[config.mk]
export PLATFORM = sky130hd
export DESIGN_NAME = trng_postproc
export DESIGN_NICKNAME = d
export VERILOG_FILES = /design/src/rtl/trng_postproc.sv
export SDC_FILE = /design/constraint.sdc
export NUM_CORES = 1
export LEC_CHECK = 0
export ABC_CLOCK_PERIOD_IN_PS = 1900
export BUFFER_PORTS_ARGS = -buffer_cell sky130_fd_sc_hd__buf_2
export CAP_MARGIN = 15
export CELL_PAD_IN_SITES_DETAIL_PLACEMENT = 1
export CELL_PAD_IN_SITES_GLOBAL_PLACEMENT = 1
export CORE_MARGIN = 4
export CORE_UTILIZATION = 39
export CTS_BUF_LIST = sky130_fd_sc_hd__clkbuf_16
export CTS_CLUSTER_SIZE = 28
export DETAILED_ROUTE_END_ITERATION = 6
export PLACE_DENSITY = 0.79
export SETUP_SLACK_MARGIN = 0.15
export SYNTH_ARGS = -nofsm -noshare
export SYNTH_HDL_FRONTEND = slang
export SYNTH_SLANG_ARGS = --single-unit
[constraint.sdc]
create_clock -name clk -period 1.9 [get_ports clk]
set_input_delay 0.38 -clock clk [delete_from_list [all_inputs] [get_ports clk]]
set_output_delay 0.38 -clock clk [all_outputs]
set_load 0.03 [all_outputs]
[src/rtl/trng_postproc.sv]
// trng_postproc: von Neumann corrector, word packer and valid/ready output for the TRNG.
// Define TRNG_HEALTH_EN to build the repetition-count health test that blocks output.
module trng_postproc #(
  parameter int unsigned WIDTH     = 8,
  parameter int unsigned REP_LIMIT = 32
) (
  input  logic             clk,
  input  logic             rst_n,
  input  logic             raw_bit,
  input  logic             en,
  output logic [WIDTH-1:0] data,
  output logic             valid,
  input  logic             ready,
  output logic             health_fail
);

  localparam int unsigned SH_W  = WIDTH - 1;
  localparam int unsigned CNT_W = (WIDTH > 2) ? $clog2(WIDTH) : 1;
  localparam logic [CNT_W-1:0] CNT_LAST = CNT_W'(WIDTH - 1);

  if (WIDTH < 2 || REP_LIMIT < 2) begin : g_param_check
    $error("trng_postproc: WIDTH and REP_LIMIT must both be at least 2");
  end

  typedef enum logic {FIRST, SECOND} pair_state_e;

  pair_state_e      pstate;
  logic             a_bit;
  logic [SH_W-1:0]  shift;
  logic [CNT_W-1:0] count;
  logic             emit_c;
  logic             word_done_c;
  logic             free_c;
  logic             block_c;
  logic             load_c;

  // Corrected bit is the stored first sample of an unequal pair.
  always_comb begin
    emit_c      = en && (pstate == SECOND) && (a_bit != raw_bit);
    word_done_c = emit_c && (count == CNT_LAST);
    free_c      = !valid || ready;
    load_c      = word_done_c && free_c && !block_c;
  end

  always_ff @(posedge clk or negedge rst_n) begin
    if (!rst_n) begin
      pstate <= FIRST;
      a_bit  <= 1'b0;
      shift  <= '0;
      count  <= '0;
      data   <= '0;
      valid  <= 1'b0;
    end else begin
      if (!en) begin
        pstate <= FIRST;
      end else if (pstate == FIRST) begin
        a_bit  <= raw_bit;
        pstate <= SECOND;
      end else begin
        pstate <= FIRST;
      end

      if (emit_c && !word_done_c) begin
        shift <= SH_W'({shift, a_bit});
        count <= count + CNT_W'(1);
      end

      // A completed word that cannot be delivered is dropped and count parks at the last slot.
      if (load_c) begin
        data  <= {shift, a_bit};
        valid <= 1'b1;
        count <= '0;
      end else if (block_c || ready) begin
        valid <= 1'b0;
      end
    end
  end

`ifdef TRNG_HEALTH_EN
  localparam int unsigned RUN_W = $clog2(REP_LIMIT + 1);
  localparam logic [RUN_W-1:0] RUN_LIMIT = RUN_W'(REP_LIMIT);

  logic [RUN_W-1:0] run;
  logic [RUN_W-1:0] run_next_c;
  logic             last_bit;

  // Run length of identical enabled samples, saturating at the trip point.
  always_comb begin
    run_next_c = run;
    if (run == '0 || raw_bit != last_bit) begin
      run_next_c = RUN_W'(1);
    end else if (run != RUN_LIMIT) begin
      run_next_c = run + RUN_W'(1);
    end
  end

  always_ff @(posedge clk or negedge rst_n) begin
    if (!rst_n) begin
      run         <= '0;
      last_bit    <= 1'b0;
      health_fail <= 1'b0;
    end else if (en) begin
      run      <= run_next_c;
      last_bit <= raw_bit;
      if (run_next_c == RUN_LIMIT) begin
        health_fail <= 1'b1;
      end
    end
  end

  assign block_c = health_fail;
`else
  assign health_fail = 1'b0;
  assign block_c     = 1'b0;
`endif

endmodule

==> results of run 1 <==
==> routing by layer <==
metal  vias to the layer above  wire length, µm  share of wire [%]  GRT usage [%]
met4                         0               12               0.73           3.05
met2                        15              899                 55           20.1
met1                       260              651                 39           13.6
li1                        224                -                  -              -
met3                         2               86                5.2           5.10
met5                         -                0                  0              0
==> sequential cells by signal, indices dropped and copies added, names as in the netlist <==
name / cells
a_bit: 1
count: 3
data: 8
pstate: 1
shift: 7
valid: 1
==> final cells by class <==
cell class	instances	area (µm²)	share of cell area, %
Clock buffer	3	75.1	7.05
Clock inverter	1	3.75	0.353
Timing Repair Buffer	14	76.3	7.17
Inverter	1	3.75	0.353
Sequential cell	21	526	49.4
Multi-Input combinational cell	31	345	32.4
Tap cell	28	35.0	3.29
==> placed cells by master (no fill, tap or decap), drive strengths merged, types with 2 or more instances in the layout <==
cell type  Yosys  layout
dfrtp         21      21
mux2          17      17
buf            2      14
clkbuf         0       3
inv            1       2
a22o           2       2
ha             2       2
==> kinds of logic after synthesis <==
| group | Yosys count | share of synthesized area, % |
|---|---|---|
| AO/OA/AOI/OAI | 3 | 3.08 |
| XOR/XNOR | 1 | 1.82 |
| adder cells (fa/ha/maj) | 2 | 2.80 |
| buffers and inverters | 3 | 2.52 |
| flip-flops | 21 | 58.8 |
| multiplexers | 17 | 24.4 |
| other | 1 | 0.420 |
| AND/OR/NAND/NOR | 7 | 6.16 |
==> final timing paths <==
path | start | to | slack, ns | cells after the start
worst max-delay path | count[0]$_DFFE_PN0P_ | shift[1]$_DFFE_PN0P_ | 0.21 | 6
max in group asynchronous | rst_n | data[1]$_DFFE_PN0P_ | 1.51 | 1
worst max register to register | count[0]$_DFFE_PN0P_ | shift[1]$_DFFE_PN0P_ | 0.21 | 6
worst min register to register | pstate$_DFF_PN0_ | pstate$_DFF_PN0_ | 0.44 | 1
min in group clk | en | pstate$_DFF_PN0_ | 0.41 | 2
worst min-delay path | rst_n | data[4]$_DFFE_PN0P_ | 0.08 | 1
==> critical path, cell delays in order, from the launching register on <==
cell and delay [ns]:
dfrtp_1 0.39, ha_1 0.20, ha_1 0.23, inv_1 0.09
and3_1 0.18, buf_6 0.18, mux2_4 0.32
==> power by group through the flow <==
stage	Sequential [W]	Clock, W	Combinational, W
4_1_cts	0.000658	0.000439	0.000310
6_report	0.000657	0.000429	0.000305
3_5_place_dp	0.000665	0	0.000301
3_3_place_gp	0.000651	0	0.000287
2_1_floorplan	0.000666	0	0.000206
5_1_grt	0.000669	0.000467	0.000333
==> metrics by stage <==
stage / hold slack [ns] / power (W) / instances / setup slack [ns] / area, µm²
4_1_cts: 0.0900 / 0.00141 / 99 / 0.183 / 1060
2_1_floorplan: 0.0844 / 0.000872 / 55 / 0.337 / 893
3_3_place_gp: 0.358 / 0.000938 / 95 / 0.278 / 982
5_1_grt: 0.111 / 0.00147 / 99 / 0.148 / 1060
6_report: 0.0768 / 0.00139 / 99 / 0.206 / 1060
3_5_place_dp: 0.359 / 0.000966 / 95 / 0.196 / 982
==> metrics.cfg, run 1 <==
[status]
status = completed

[setup_path]
critPathCaptureType = flip-flop
start_kind = flip-flop
cp.required_ns = 2.03
crit_fanout = 10
crit_arrival_ns = 1.83
path_class = reg2reg

[die]
die_area_um2 = 3120
rows = 17
io_pins = 15
die_h_um = 55.9
initial_utilization_pct = 40.8
die_x_um = 55.9
core-area_um2 = 2190

[routing]
dr.pass1.iters = 4
num_vias = 501
wl_per_cell_um = 16.7
ant_nets = 0
drcViolationCount = 0
routed_wl_um = 1650
drt_iter0_drc = 13
avgViaCountPerCell = 5.06

[global_route]
antenna_found_initial = 0
globalRouteOverflowTotal = 0
grtUsageTotal_pct = 11.8
grt_max_degree = 22
grt_pass1_vias = 551
grt_pass1_wl_um = 2770

[logic_synthesis]
ys_top_cells_by_area = dfrtp_1, mux2_2, mux2_4
ys_ff_latch = 21
synth.distinct_cells = 18
synth-seq-area-share_pct = 58.8
synth_ff_type = dfrtp_1
synth_top_area_share_pct = 58.8
async_flop_share_pct = 100
synthesis.area_um2 = 893
synth_largest_area_cell = dfrtp_1
avgSynthCellArea_um2 = 16.2
synth_edf_count = 0
syn_nets = 62
synth_warnings = 0
synth.most_common_cell = dfrtp_1
synthTopCellsByCount = dfrtp_1, mux2_2, mux2_4
synthCells = 55

[timing]
final-max-slew-violation-count = 0
post-route-period-util_pct = 89.1
setup_viol = 0
tns_ns = 0
fmax_mhz = 590
min_period_ns = 1.69
rsz0062_at_grt = false
skew_ns = 0.000738
hold_viol = 0

[finish]
antenna_cells = 0
fillers = 227
nets = 79
drive_gt1_share_pct = 53.5
post-route-util_pct = 48.6
synthToLayoutAreaGrowth_pct = 19.2

[clock_network]
cts_root_buffer = clkbuf_16
clock_latency_ns = 0.25
cts-resized-gates = 0
cts_setup_buffers = 0
h-tree-depth = 1
cts.sinks = 21
cts_buffer_depth = 2
cts_tree = done
cts_hold_buf = 0
numCtsBuffers = 3
clk_pin_slew_ns = 0.05

[pwr]
share_clk_of_total_power_pct = 30.9
power_frac_seq_pct = 47.2
p_switching_w = 0.000372
leakage_nw = 0.559
swShare_pct = 26.7
power_frac_comb_pct = 21.9
power_density_nw_per_um2 = 1310
p_int_w = 0.00102
peakVddDrop_uv = 727

[run]
maxCapViolations = 0

[place]
port_buffers = 13
hpwl_um = 1130
gp_congestion = 0.666

[min_path]
hold_class = in2async

(Power assumes the default switching activity.)
==> run 2, diff against run 1 <==
==> constraint.sdc (replaced) <==
create_clock -name clk -period 1.9 [get_ports clk]
set_input_delay 0.095 -clock clk [delete_from_list [all_inputs] [get_ports clk]]
set_output_delay 0.095 -clock clk [all_outputs]
set_load 0.03 [all_outputs]
==> metrics.cfg, run 2 (synthesis gave the netlist of run 1 again) <==
[pwr]
p_switching_w = 0.000372  ; about the same
peakVddDrop_uv = 727  ; about the same
swShare_pct = 26.7  ; about the same
power_frac_comb_pct = 22.0  ; was 21.9%
share_clk_of_total_power_pct = 30.8  ; was 30.9%
p_int_w = 0.00102  ; about the same
power_density_nw_per_um2 = 1300  ; was 1310 nW/µm²
leakage_nw = 0.563  ; was 0.559 nW
power_frac_seq_pct = 47.1  ; was 47.2%

[run]
maxCapViolations = 0  ; unchanged

[timing]
hold_viol = 0  ; unchanged
tns_ns = 0  ; unchanged
post-route-period-util_pct = 89.1  ; unchanged
setup_viol = 0  ; unchanged
setup_ws_ns = 0.206  ; unchanged
fmax_mhz = 590  ; unchanged
final-max-slew-violation-count = 0  ; unchanged
rsz0062_at_grt = false  ; unchanged
skew_ns = 0.000738  ; unchanged
min_period_ns = 1.69  ; unchanged

[clock_network]
h-tree-depth = 1  ; unchanged
clk_pin_slew_ns = 0.05  ; about the same
cts_tree = done  ; unchanged
clock_latency_ns = 0.25  ; about the same
cts_root_buffer = clkbuf_16  ; unchanged
cts_buffer_depth = 2  ; unchanged
cts_setup_buffers = 0  ; unchanged
numCtsBuffers = 3  ; unchanged
cts.sinks = 21  ; unchanged

[finish]
mostFrequentLayoutCells = dfrtp_1, buf_2, mux2_2  ; unchanged
post-route-util_pct = 49.1  ; was 48.6%
reg.largest.list = data: 8 flops, shift: 7 flops, count: 3 flops  ; unchanged
top_register = data  ; unchanged
antenna_cells = 0  ; unchanged
final-seq-area_um2 = 526  ; unchanged
synthToLayoutAreaGrowth_pct = 20.3  ; was 19.2%
nets = 80  ; was 79
fillers = 228  ; was 227
largest_reg_flops = 8  ; unchanged
mostFrequentLayoutCell = dfrtp_1  ; unchanged
multiInputGateArea_um2 = 345  ; unchanged
drive_gt1_share_pct = 52.8  ; was 53.5%
final_area_um2 = 1070  ; was 1060 µm²

[place]
port_buffers = 13  ; unchanged
pre_cts_ws_ns = 0.196  ; unchanged
placed_area_um2 = 982  ; unchanged
hpwl_um = 1130  ; unchanged
gp_congestion = 0.666  ; unchanged

[setup_path]
start_kind = flip-flop  ; unchanged
cp.required_ns = 2.03  ; about the same
regToRegSetupSlack_ns = 0.21  ; about the same
crit_path_start = count[0]$_DFFE_PN0P_  ; unchanged
critPathCaptureType = flip-flop  ; unchanged
reg2reg_depth = 6  ; unchanged
crit_fanout = 10  ; unchanged
crit_arrival_ns = 1.83  ; about the same
path_class = reg2reg  ; unchanged
r2r-end = shift[1]$_DFFE_PN0P_  ; unchanged
r2r_start = count[0]$_DFFE_PN0P_  ; unchanged

[routing]
dr.pass1.iters = 4  ; unchanged
routed_wl_um = 1660  ; was 1650 µm
wl_per_cell_um = 16.6  ; was 16.7 µm
num_vias = 503  ; was 501
drt_iter0_drc = 12  ; was 13
ant_nets = 0  ; unchanged
avgViaCountPerCell = 5.03  ; was 5.06
drcViolationCount = 0  ; unchanged

[die]
rows = 17  ; unchanged
die_area_um2 = 3120  ; unchanged
io_pins = 15  ; unchanged
core-area_um2 = 2190  ; unchanged
initial_utilization_pct = 40.8  ; unchanged
die_x_um = 55.9  ; unchanged
die_h_um = 55.9  ; unchanged

[min_path]
min_to = pstate$_DFF_PN0_
holdPathStages = 2
min_from = en
hold_class = in2reg  ; was in2async

[status]
status = completed  ; unchanged

[global_route]
globalRouteOverflowTotal = 0  ; unchanged
grtUsageTotal_pct = 11.8  ; unchanged
grt_pass1_vias = 551  ; unchanged
grt_pass1_wl_um = 2770  ; unchanged
antenna_found_initial = 0  ; unchanged
grt_max_degree = 22  ; unchanged

==> run 2: cell count changes in the layout (fill, tap and decap cells not counted), sizes merged <==
cell / change
dlygate4sd3: +1
==> run 2: worst max-delay path by stage <==
stage                                       to  slack [ns]  cells after the start
after floorplan           shift[0]$_DFFE_PN0P_        0.34                      6
after global placement    shift[1]$_DFFE_PN0P_        0.28                      6
after detailed placement  shift[3]$_DFFE_PN0P_        0.20                      6
after CTS                 shift[3]$_DFFE_PN0P_        0.18                      6
after global routing      shift[5]$_DFFE_PN0P_        0.15                      6
final                     shift[1]$_DFFE_PN0P_        0.21                      6
==> run 2: repair_timing <==
action | in CTS | in global routing
hold buffers | 1 | 0
gates resized for setup | 0 | 1
endpoints found under the setup margin | 0 | 7
hold endpoints to repair | 21 | 0
==> run 2: worst max-delay path, stage by stage (launching register included) <==
cell     delay (ns)
dfrtp_1        0.39
ha_1           0.20
ha_1           0.23
inv_1          0.09
and3_1         0.18
buf_6          0.18
mux2_4         0.32
==> run 2: through the flow <==
stage / total power (W) / hold WS [ns] / instances
finish: 0.00139 / 0.128 / 100
global route: 0.00147 / 0.134 / 100
CTS: 0.00141 / 0.130 / 100
detailed placement: 0.000966 / 0.0744 / 95
global placement: 0.000938 / 0.0729 / 95
floorplan: 0.000872 / -0.201 / 55
==> run 2: layout make-up <==
class                           count  share of cell area, %
Clock inverter                      1                  0.349
Clock buffer                        3                   6.98
Timing Repair Buffer               15                   8.03
Multi-Input combinational cell     31                   32.1
Tap cell                           28                   3.26
Sequential cell                    21                   48.9
Inverter                            1                  0.349
==> run 2: power groups by stage <==
stage | Combinational (W) | Sequential [W] | Clock, W
after floorplan | 0.000206 | 0.000666 | 0
after detailed placement | 0.000301 | 0.000665 | 0
after global placement | 0.000287 | 0.000651 | 0
final | 0.000307 | 0.000657 | 0.000429
after CTS | 0.000312 | 0.000658 | 0.000439
after global routing | 0.000335 | 0.000669 | 0.000467
==> run 2: metal layers <==
layer	wire length [µm]	part of all wire (%)	track usage (%)
met1	657	40	13.6
met2	899	54	20.1
met3	86	5.2	5.10
met4	12	0.73	3.05
met5	0	0	0
